**src/rtl/shift_rotate_seq.sv**
```systemverilog
// Operand select / load / multi-step shift-rotate sequencer with busy/done handshake.
// Optional macro SHIFT_CARRY_EN adds a carry output plus rotate-through-carry modes 110/111.
module shift_rotate_seq #(
  parameter int WIDTH = 8,
  parameter int CNT_W = 4
) (
  input  logic             clk,
  input  logic             rst_n,
  input  logic             start,
  input  logic             sel,
  input  logic [WIDTH-1:0] a,
  input  logic [WIDTH-1:0] b,
  input  logic [2:0]       mode,
  input  logic [CNT_W-1:0] count,
  output logic [WIDTH-1:0] q,
  output logic             busy,
  output logic             done
`ifdef SHIFT_CARRY_EN
  ,
  output logic             carry
`endif
);

  // state | meaning
  // IDLE  | no result held, waiting for start
  // RUN   | stepping q once per cycle, rem_q steps left
  // DONE  | result held in q until the next start
  localparam logic [1:0] ST_IDLE = 2'd0;
  localparam logic [1:0] ST_RUN  = 2'd1;
  localparam logic [1:0] ST_DONE = 2'd2;

  localparam logic [2:0] M_ROL = 3'b000;
  localparam logic [2:0] M_ROR = 3'b001;
  localparam logic [2:0] M_SLL = 3'b010;
  localparam logic [2:0] M_SRL = 3'b011;
  localparam logic [2:0] M_SRA = 3'b100;
  localparam logic [2:0] M_RCL = 3'b110;
  localparam logic [2:0] M_RCR = 3'b111;

  logic [1:0]       state_q, state_d;
  logic [WIDTH-1:0] q_q, q_d;
  logic [2:0]       mode_q, mode_d;
  logic [CNT_W-1:0] rem_q, rem_d;
  logic             busy_q, busy_d;
  logic             done_q, done_d;
  logic [WIDTH-1:0] step_val;
`ifdef SHIFT_CARRY_EN
  logic             carry_q, carry_d;
  logic             step_cy;
`endif

  // One single-bit step of q in the latched mode; unlisted modes hold.
  always_comb begin
    step_val = q_q;
`ifdef SHIFT_CARRY_EN
    step_cy  = carry_q;
`endif
    case (mode_q)
      M_ROL: begin
        step_val = {q_q[WIDTH-2:0], q_q[WIDTH-1]};
`ifdef SHIFT_CARRY_EN
        step_cy  = q_q[WIDTH-1];
`endif
      end
      M_ROR: begin
        step_val = {q_q[0], q_q[WIDTH-1:1]};
`ifdef SHIFT_CARRY_EN
        step_cy  = q_q[0];
`endif
      end
      M_SLL: begin
        step_val = {q_q[WIDTH-2:0], 1'b0};
`ifdef SHIFT_CARRY_EN
        step_cy  = q_q[WIDTH-1];
`endif
      end
      M_SRL: begin
        step_val = {1'b0, q_q[WIDTH-1:1]};
`ifdef SHIFT_CARRY_EN
        step_cy  = q_q[0];
`endif
      end
      M_SRA: begin
        step_val = {q_q[WIDTH-1], q_q[WIDTH-1:1]};
`ifdef SHIFT_CARRY_EN
        step_cy  = q_q[0];
`endif
      end
`ifdef SHIFT_CARRY_EN
      M_RCL: begin
        step_val = {q_q[WIDTH-2:0], carry_q};
        step_cy  = q_q[WIDTH-1];
      end
      M_RCR: begin
        step_val = {carry_q, q_q[WIDTH-1:1]};
        step_cy  = q_q[0];
      end
`endif
      default: ;
    endcase
  end

  always_comb begin
    state_d = state_q;
    q_d     = q_q;
    mode_d  = mode_q;
    rem_d   = rem_q;
`ifdef SHIFT_CARRY_EN
    carry_d = carry_q;
`endif
    case (state_q)
      ST_IDLE, ST_DONE: begin
        if (start) begin
          q_d     = sel ? a : b;
          mode_d  = mode;
          rem_d   = count;
          state_d = (count == '0) ? ST_DONE : ST_RUN;
`ifdef SHIFT_CARRY_EN
          carry_d = 1'b0;
`endif
        end
      end
      ST_RUN: begin
        q_d   = step_val;
        rem_d = rem_q - CNT_W'(1);
`ifdef SHIFT_CARRY_EN
        carry_d = step_cy;
`endif
        if (rem_q == CNT_W'(1)) state_d = ST_DONE;
      end
      default: state_d = ST_IDLE;
    endcase
    busy_d = (state_d == ST_RUN);
    done_d = (state_d == ST_DONE);
  end

  always_ff @(posedge clk or negedge rst_n) begin
    if (!rst_n) begin
      state_q <= ST_IDLE;
      q_q     <= '0;
      mode_q  <= '0;
      rem_q   <= '0;
      busy_q  <= 1'b0;
      done_q  <= 1'b0;
`ifdef SHIFT_CARRY_EN
      carry_q <= 1'b0;
`endif
    end else begin
      state_q <= state_d;
      q_q     <= q_d;
      mode_q  <= mode_d;
      rem_q   <= rem_d;
      busy_q  <= busy_d;
      done_q  <= done_d;
`ifdef SHIFT_CARRY_EN
      carry_q <= carry_d;
`endif
    end
  end

  assign q    = q_q;
  assign busy = busy_q;
  assign done = done_q;
`ifdef SHIFT_CARRY_EN
  assign carry = carry_q;
`endif

endmodule

```
**config.mk**
```make
export PLATFORM = sky130hd
export DESIGN_NAME = shift_rotate_seq
export DESIGN_NICKNAME = d
export VERILOG_FILES = /design/src/rtl/shift_rotate_seq.sv
export SDC_FILE = /design/constraint.sdc
export NUM_CORES = 1
export LEC_CHECK = 0
export ABC_AREA = 1
export BUFFER_PORTS_ARGS = -buffer_cell sky130_fd_sc_hd__buf_2
export CAP_MARGIN = 20
export CORE_ASPECT_RATIO = 0.9
export CORE_MARGIN = 2
export CORE_UTILIZATION = 50
export DETAILED_ROUTE_END_ITERATION = 8
export GPL_TIMING_DRIVEN = 0
export HOLD_SLACK_MARGIN = 0.05
export PLACE_DENSITY = 0.86
export SLEW_MARGIN = 15
export SYNTH_ARGS = -nofsm -noshare
export SYNTH_HDL_FRONTEND = slang
export SYNTH_SLANG_ARGS = --single-unit
```
**constraint.sdc**
```tcl
create_clock -name clk -period 1.45 [get_ports clk]
set_input_delay 0.0725 -clock clk [delete_from_list [all_inputs] [get_ports clk]]
set_output_delay 0.0725 -clock clk [all_outputs]
set_load 0.005 [all_outputs]
```
==> results of run 1 <==
-- cells by family after synthesis --
logic type / count (synthesis)
AOI/OAI and AO/OA: 28
xor gates and xnor gates: 1
and+or+nand+nor: 92
DFF: 19
buffers and inverters: 23
adders and majority gates: 2
-- state kept, by name (all words and copies together), names as in the netlist --
name / flops
busy: 1
done: 1
mode_q: 3
q: 8
rem_q: 4
state_q: 2
-- synth_stat cells (all sizes together) --
cell type	number	area share [%]
nand2	51	19
nand3	22	9.3
inv	21	6.9
dfrtp	19	40
nor2	18	6.4
a21oi	16	6.8
o21ai	8	4.4
o221ai	3	2.2
buf	2	1.1
ha	2	2.1
o211ai	1	0.64
or2	1	0.53
xor2	1	0.74
-- power breakdown --
part	switching, mW	total (mW)	internal [mW]
clock network	0.176	0.279	0.103
logic	1.20	2.01	0.810
registers	0.240	1.05	0.806
-- repair_timing --
action	in CTS	in global routing
gates resized for setup	0	0
endpoints found under the setup margin	0	2
endpoints found under the hold margin	23	0
hold buffers	5	0
setup buffers	0	3
-- critical path, cell delays in order (launching register included) --
cell and delay [ns]:
dfrtp_1 0.41, inv_1 0.14, nand3_1 0.13, o21ai_4 0.27
buf_4 0.16, nor2_1 0.03, a21oi_1 0.15
-- layout by cell type (no fill, tap or decap), drive strengths merged --
| cell type | count |
|---|---|
| a21oi | 16 |
| clkinv | 1 |
| nand3 | 22 |
| dfrtp | 19 |
| nor2 | 18 |
| xor2 | 1 |
| ha | 2 |
| or2 | 1 |
| o211ai | 1 |
| o221ai | 3 |
| buf | 40 |
| o21ai | 8 |
| inv | 21 |
| dlygate4sd3 | 5 |
| nand2 | 51 |
| clkbuf | 3 |
-- metal layers --
metal / routed length (um) / up-vias
met5: 0 / -
met4: 34 / 0
met3: 215 / 5
met2: 1500 / 59
met1: 1270 / 576
li1: - / 629
-- how the worst min path moves through the flow --
stage / from / to / slack (ns) / cells after the start
floorplan: rst_n / busy$_DFF_PN0_ / -0.22 / 0
global placement: rst_n / busy$_DFF_PN0_ / 0.03 / 1
detailed placement: rst_n / state_q[0]$_DFF_PN0_ / 0.04 / 1
CTS: count[0] / rem_q[0]$_DFFE_PN0P_ / 0.07 / 3
global route: count[0] / rem_q[0]$_DFFE_PN0P_ / 0.07 / 3
finish: count[0] / rem_q[0]$_DFFE_PN0P_ / 0.06 / 3
-- final cells by class --
cell class | instances | area (um2)
clock buffers | 3 | 22.5
inverters | 21 | 81.3
flip-flops and latches | 19 | 475
plain buffers | 2 | 12.5
multi-input cells | 123 | 609
repair buffers | 43 | 248
well taps | 27 | 33.8
fillers | 195 | 714
clock inverters | 1 | 5.00
-- through the flow --
step | instances | area [um2] | total power, mW
after floorplan | 165 | 1180 | 2.41
after global placement | 227 | 1390 | 2.85
after detailed placement | 227 | 1390 | 2.93
after CTS | 236 | 1470 | 3.22
after global routing | 239 | 1490 | 3.66
final | 239 | 1490 | 3.33
==> results.sh, run 1 <==
export IMPL_status="finished clean"
export IMPL_finalSetupViolations=0
export IMPL_grt_busiest_layer="met2"
export IMPL_hold_viol=0
export IMPL_cts_made_buffers=3
export IMPL_antenna_found_initial=0
export IMPL_drtIter0Drc=31
export IMPL_cts_tree="yes"
export IMPL_grtUsageMet3_pct=2.73
export IMPL_irDropWorstVdd_v=0.00142
export IMPL_antenna_left=0
export IMPL_rsz0062_at_grt="no"
export IMPL_place_ws_ns=0.147
export IMPL_layout_nets=242
export IMPL_area_growth_pct=26.2
export IMPL_ios=37
export IMPL_grt_pass1_wl_um=4940
export IMPL_r2r_end="q[5]$_DFFE_PN0P_"
export IMPL_setup_ws_ns=0.0839
export IMPL_cp_end_kind="flip-flop"
export IMPL_detail_route_wl_per_cell_um=12.6
export IMPL_drt_pass1_iterations=4
export IMPL_gp_congestion=0.898
export IMPL_tightest_slew_ns=0.423
export IMPL_clock_sinks=19
export IMPL_rr_startpoint="state_q[1]$_DFF_PN0_"
export IMPL_cts_root_buf="clkbuf_4"
export IMPL_cp_required_ns=1.68
export IMPL_crit_type="reg2reg"
export IMPL_fmax_mhz=732
export IMPL_diodes=0
export IMPL_max_cap_violations=0
export IMPL_die_x_um=55.2
export IMPL_synth_fp_nets=194
export IMPL_cts_max_path_buffers=2
export IMPL_htree_levels=1
export IMPL_finish_utilization_pct=67.6
export IMPL_critPathLaunch="state_q[1]$_DFF_PN0_"
export IMPL_gr_usage_met1_pct=30.9
export IMPL_routed_wl_um=3020
export IMPL_syn_area_per_cell_um2=7.14
export IMPL_die_h_um=50.1
export IMPL_crit_path_end="q[5]$_DFFE_PN0P_"
export IMPL_syn_inst=165
export IMPL_port_buffers=35
export IMPL_die_area_mm2=0.00276
export IMPL_rows=16
export IMPL_synth_top_family_by_area="simple AND/OR/NAND/NOR gates"
export IMPL_synth_adder_area_share_pct=2.12
export IMPL_grt_pass1_vias=1210
export IMPL_tns_ns=0
export IMPL_vias=1269
export IMPL_clock_skew_ns=0.00210
export IMPL_drc=0
export IMPL_clk_pin_slew_worst_paths_ns=0.11
export IMPL_synth_xor_area_share_pct=0.743
export IMPL_yosys_warnings=0
export IMPL_ys_seq_area_share_pct=40.3
export IMPL_hold_class="in2reg"
export IMPL_track_usage_pct=24.3
export IMPL_start_util_pct=53.5
export IMPL_finalCritPeriodShare_pct=94.2
export IMPL_rr_worst_depth=6
export IMPL_synth_compound_area_share_pct=14.0
export IMPL_hpwlAfterDp_um=2180
export IMPL_leakage_nw=0.818
export IMPL_crit_path_max_fanout=7
export IMPL_r2r_setup_slack_ns=0.08
export IMPL_grt_overflow=0
export IMPL_core_mm2=0.00220
export IMPL_slew_violations=0
export IMPL_muxShareOfSynthArea_pct=0
export IMPL_synth_cell_area_mm2=0.00118
export IMPL_crit_arrival_ns=1.60
export IMPL_cp_start_kind="flip-flop"
export IMPL_drive_gt1_share_pct=25.9
export IMPL_synth_seq_cells=19
export IMPL_clock_latency_ns=0.30
export IMPL_pwr_density_cell_mw_per_mm2=2240
export IMPL_slew_headroom_pct=71.8
export IMPL_whs_ns=0.0624
export IMPL_synth_simple_area_share_pct=34.8
export IMPL_min_period_ns=1.37
export IMPL_synthDistinctLibCells=20
export IMPL_grt_max_degree=20
export IMPL_grt_met2_usage_pct=41.9
export IMPL_viasPerCell=5.31
No activity file was read; power rests on OpenSTA's default activity.
==> run 2: changes to the inputs <==
--- a/config.mk
+++ b/config.mk
@@ -8,13 +8,13 @@
 export ABC_AREA = 1
 export BUFFER_PORTS_ARGS = -buffer_cell sky130_fd_sc_hd__buf_2
 export CAP_MARGIN = 20
-export CORE_ASPECT_RATIO = 0.9
+export CORE_ASPECT_RATIO = 1.5
 export CORE_MARGIN = 2
 export CORE_UTILIZATION = 50
 export DETAILED_ROUTE_END_ITERATION = 8
 export GPL_TIMING_DRIVEN = 0
 export HOLD_SLACK_MARGIN = 0.05
-export PLACE_DENSITY = 0.86
+export PLACE_DENSITY = 0.79
 export SLEW_MARGIN = 15
 export SYNTH_ARGS = -nofsm -noshare
 export SYNTH_HDL_FRONTEND = slang
==> run 2 against run 1 <==
Net effect:
- register-to-register slack improved by 0.08 ns
- critical path depth unchanged
- die area increased by 0.27%
- clock skew increased by 0.0085 ns
- non-clock buffer count decreased by 3
- combinational power decreased by 6%
- largest cell class unchanged
- largest power group unchanged
==> results.sh, run 2 (synthesized netlist as in run 1, its figures left out) <==
export IMPL_slew_headroom_pct=71.7
export IMPL_worst_path_largest_cell_delay_ns=0.39
export IMPL_dp_cells=223
export IMPL_hold_class="in2reg"
export IMPL_crit_type="reg2reg"
export IMPL_clk_pin_slew_worst_paths_ns=0.12
export IMPL_viasPerCell=5.41
export IMPL_grt_overflow=0
export IMPL_vias=1255
export IMPL_crit_chain="inv_1 > nand3_1 > o21ai_4 > inv_2 > nor2_1 > a21oi_1"
export IMPL_slew_violations=0
export IMPL_die_area_mm2=0.00277
export IMPL_core_mm2=0.00223
export IMPL_routed_wl_um=2720
export IMPL_leakage_nw=0.803
export IMPL_hold_viol=0
export IMPL_diodes=0
export IMPL_largest_reg_flops=8
export IMPL_rows=21
export IMPL_hpwlAfterDp_um=2110
export IMPL_fmax_mhz=779
export IMPL_irDropWorstVdd_v=0.00111
export IMPL_crit_path_max_fanout=9
export IMPL_rsz0062_at_grt="no"
export IMPL_antenna_found_initial=0
export IMPL_layout_nets=239
export IMPL_die_h_um=63.5
export IMPL_ios=37
export IMPL_crit_arrival_ns=1.49
export IMPL_track_usage_pct=22.0
export IMPL_drc=0
export IMPL_cp_start_kind="flip-flop"
export IMPL_tns_ns=0
export IMPL_htree_levels=1
export IMPL_cts_tree="yes"
export IMPL_cts_root_buf="clkbuf_4"
export IMPL_pwr_density_cell_mw_per_mm2=2190
export IMPL_max_cap_violations=0
export IMPL_start_util_pct=52.8
export IMPL_grt_pass1_wl_um=4700
export IMPL_clock_sinks=19
export IMPL_cp_required_ns=1.66
export IMPL_grt_pass1_vias=1173
export IMPL_tightest_slew_ns=0.425
export IMPL_status="finished clean"
export IMPL_drt_pass1_iterations=4
export IMPL_finalCritPeriodShare_pct=88.5
export IMPL_drive_gt1_share_pct=24.9
export IMPL_clock_latency_ns=0.31
export IMPL_area_growth_pct=23.9
export IMPL_layout_common_cells="46 x nand2_1, 36 x buf_2, 22 x nand3_1, 19 x dfrtp_1, 18 x inv_1"
export IMPL_detail_route_wl_per_cell_um=11.7
export IMPL_postCtsSetupBuffers=0
export IMPL_gp_congestion=0.835
export IMPL_die_x_um=43.6
export IMPL_antenna_left=0
export IMPL_cts_max_path_buffers=2
export IMPL_clock_skew_ns=0.0106
export IMPL_drtIter0Drc=47
export IMPL_min_period_ns=1.28
export IMPL_cp_end_kind="flip-flop"
export IMPL_final_common_cell="nand2_1"
export IMPL_finalSetupViolations=0
export IMPL_cts_made_buffers=3
export IMPL_final_cell_count_no_fill=232
export IMPL_port_buffers=35
export IMPL_crit_slowest_cell="dfrtp_1"
export IMPL_grt_max_degree=20
==> run 2: layer usage <==
| layer | track usage, % | share of wire (%) |
|---|---|---|
| met1 | 25.3 | 41 |
| met2 | 39.2 | 51 |
| met3 | 2.29 | 5.1 |
| met4 | 9.47 | 2.4 |
| met5 | 0 | 0 |
==> run 2: cell type report <==
class                      instances  area, um2
timing repair buffer              40        225
fill                             208        773
clock buffer                       3       22.5
buffer                             2       12.5
tap                               23       28.8
multi-input combinational        123        609
sequential                        19        475
inverter                          21       81.3
clock inverter                     1       5.00
==> run 2: path summary, 6_finish.rpt <==
path                                      start                   end  slack (ns)  depth (start not counted)
setup reg to reg           state_q[1]$_DFF_PN0_      q[6]$_DFFE_PN0P_        0.17                          6
hold reg to reg            rem_q[0]$_DFFE_PN0P_  rem_q[0]$_DFFE_PN0P_        0.51                          1
setup / recovery           state_q[1]$_DFF_PN0_      q[6]$_DFFE_PN0P_        0.17                          6
min in group asynchronous                 rst_n      q[1]$_DFFE_PN0P_        0.22                          2
max in group asynchronous                 rst_n        busy$_DFF_PN0_        0.93                          2
hold / removal                         count[0]  rem_q[0]$_DFFE_PN0P_        0.08                          3
==> run 2: per-stage QoR <==
step	total power, mW	hold WS [ns]	setup WS, ns	area, um2	util [%]
floorplan	2.41	-0.223	0.311	1180	-
global placement	2.86	0.0330	0.204	1380	61.9
detailed placement	2.92	0.0355	0.180	1380	61.9
CTS	3.20	0.0778	0.161	1460	65.4
global route	3.53	0.0823	0.0461	1460	65.4
finish	3.19	0.0807	0.167	1460	65.4
==> run 2: power breakdown <==
part	switching, mW	total [mW]	internal [mW]	leakage (nW)
Sequential	0.231	1.04	0.806	0.226
Combinational	1.15	1.88	0.731	0.560
Clock	0.173	0.276	0.103	0.0177
Total	1.55	3.19	1.64	0.803
==> run 2: repair_timing <==
action / 4_1_cts / 5_1_grt
resized for setup: 0 / 0
hold endpoints to repair: 23 / 0
hold buffers: 5 / 0
==> run 2: critical path, delay by kind of cell, from the launching register on <==
kind	cells	cell delay (ns)
compound gates	2	0.32
buf+inv	2	0.25
flops	1	0.39
simple gates	2	0.24
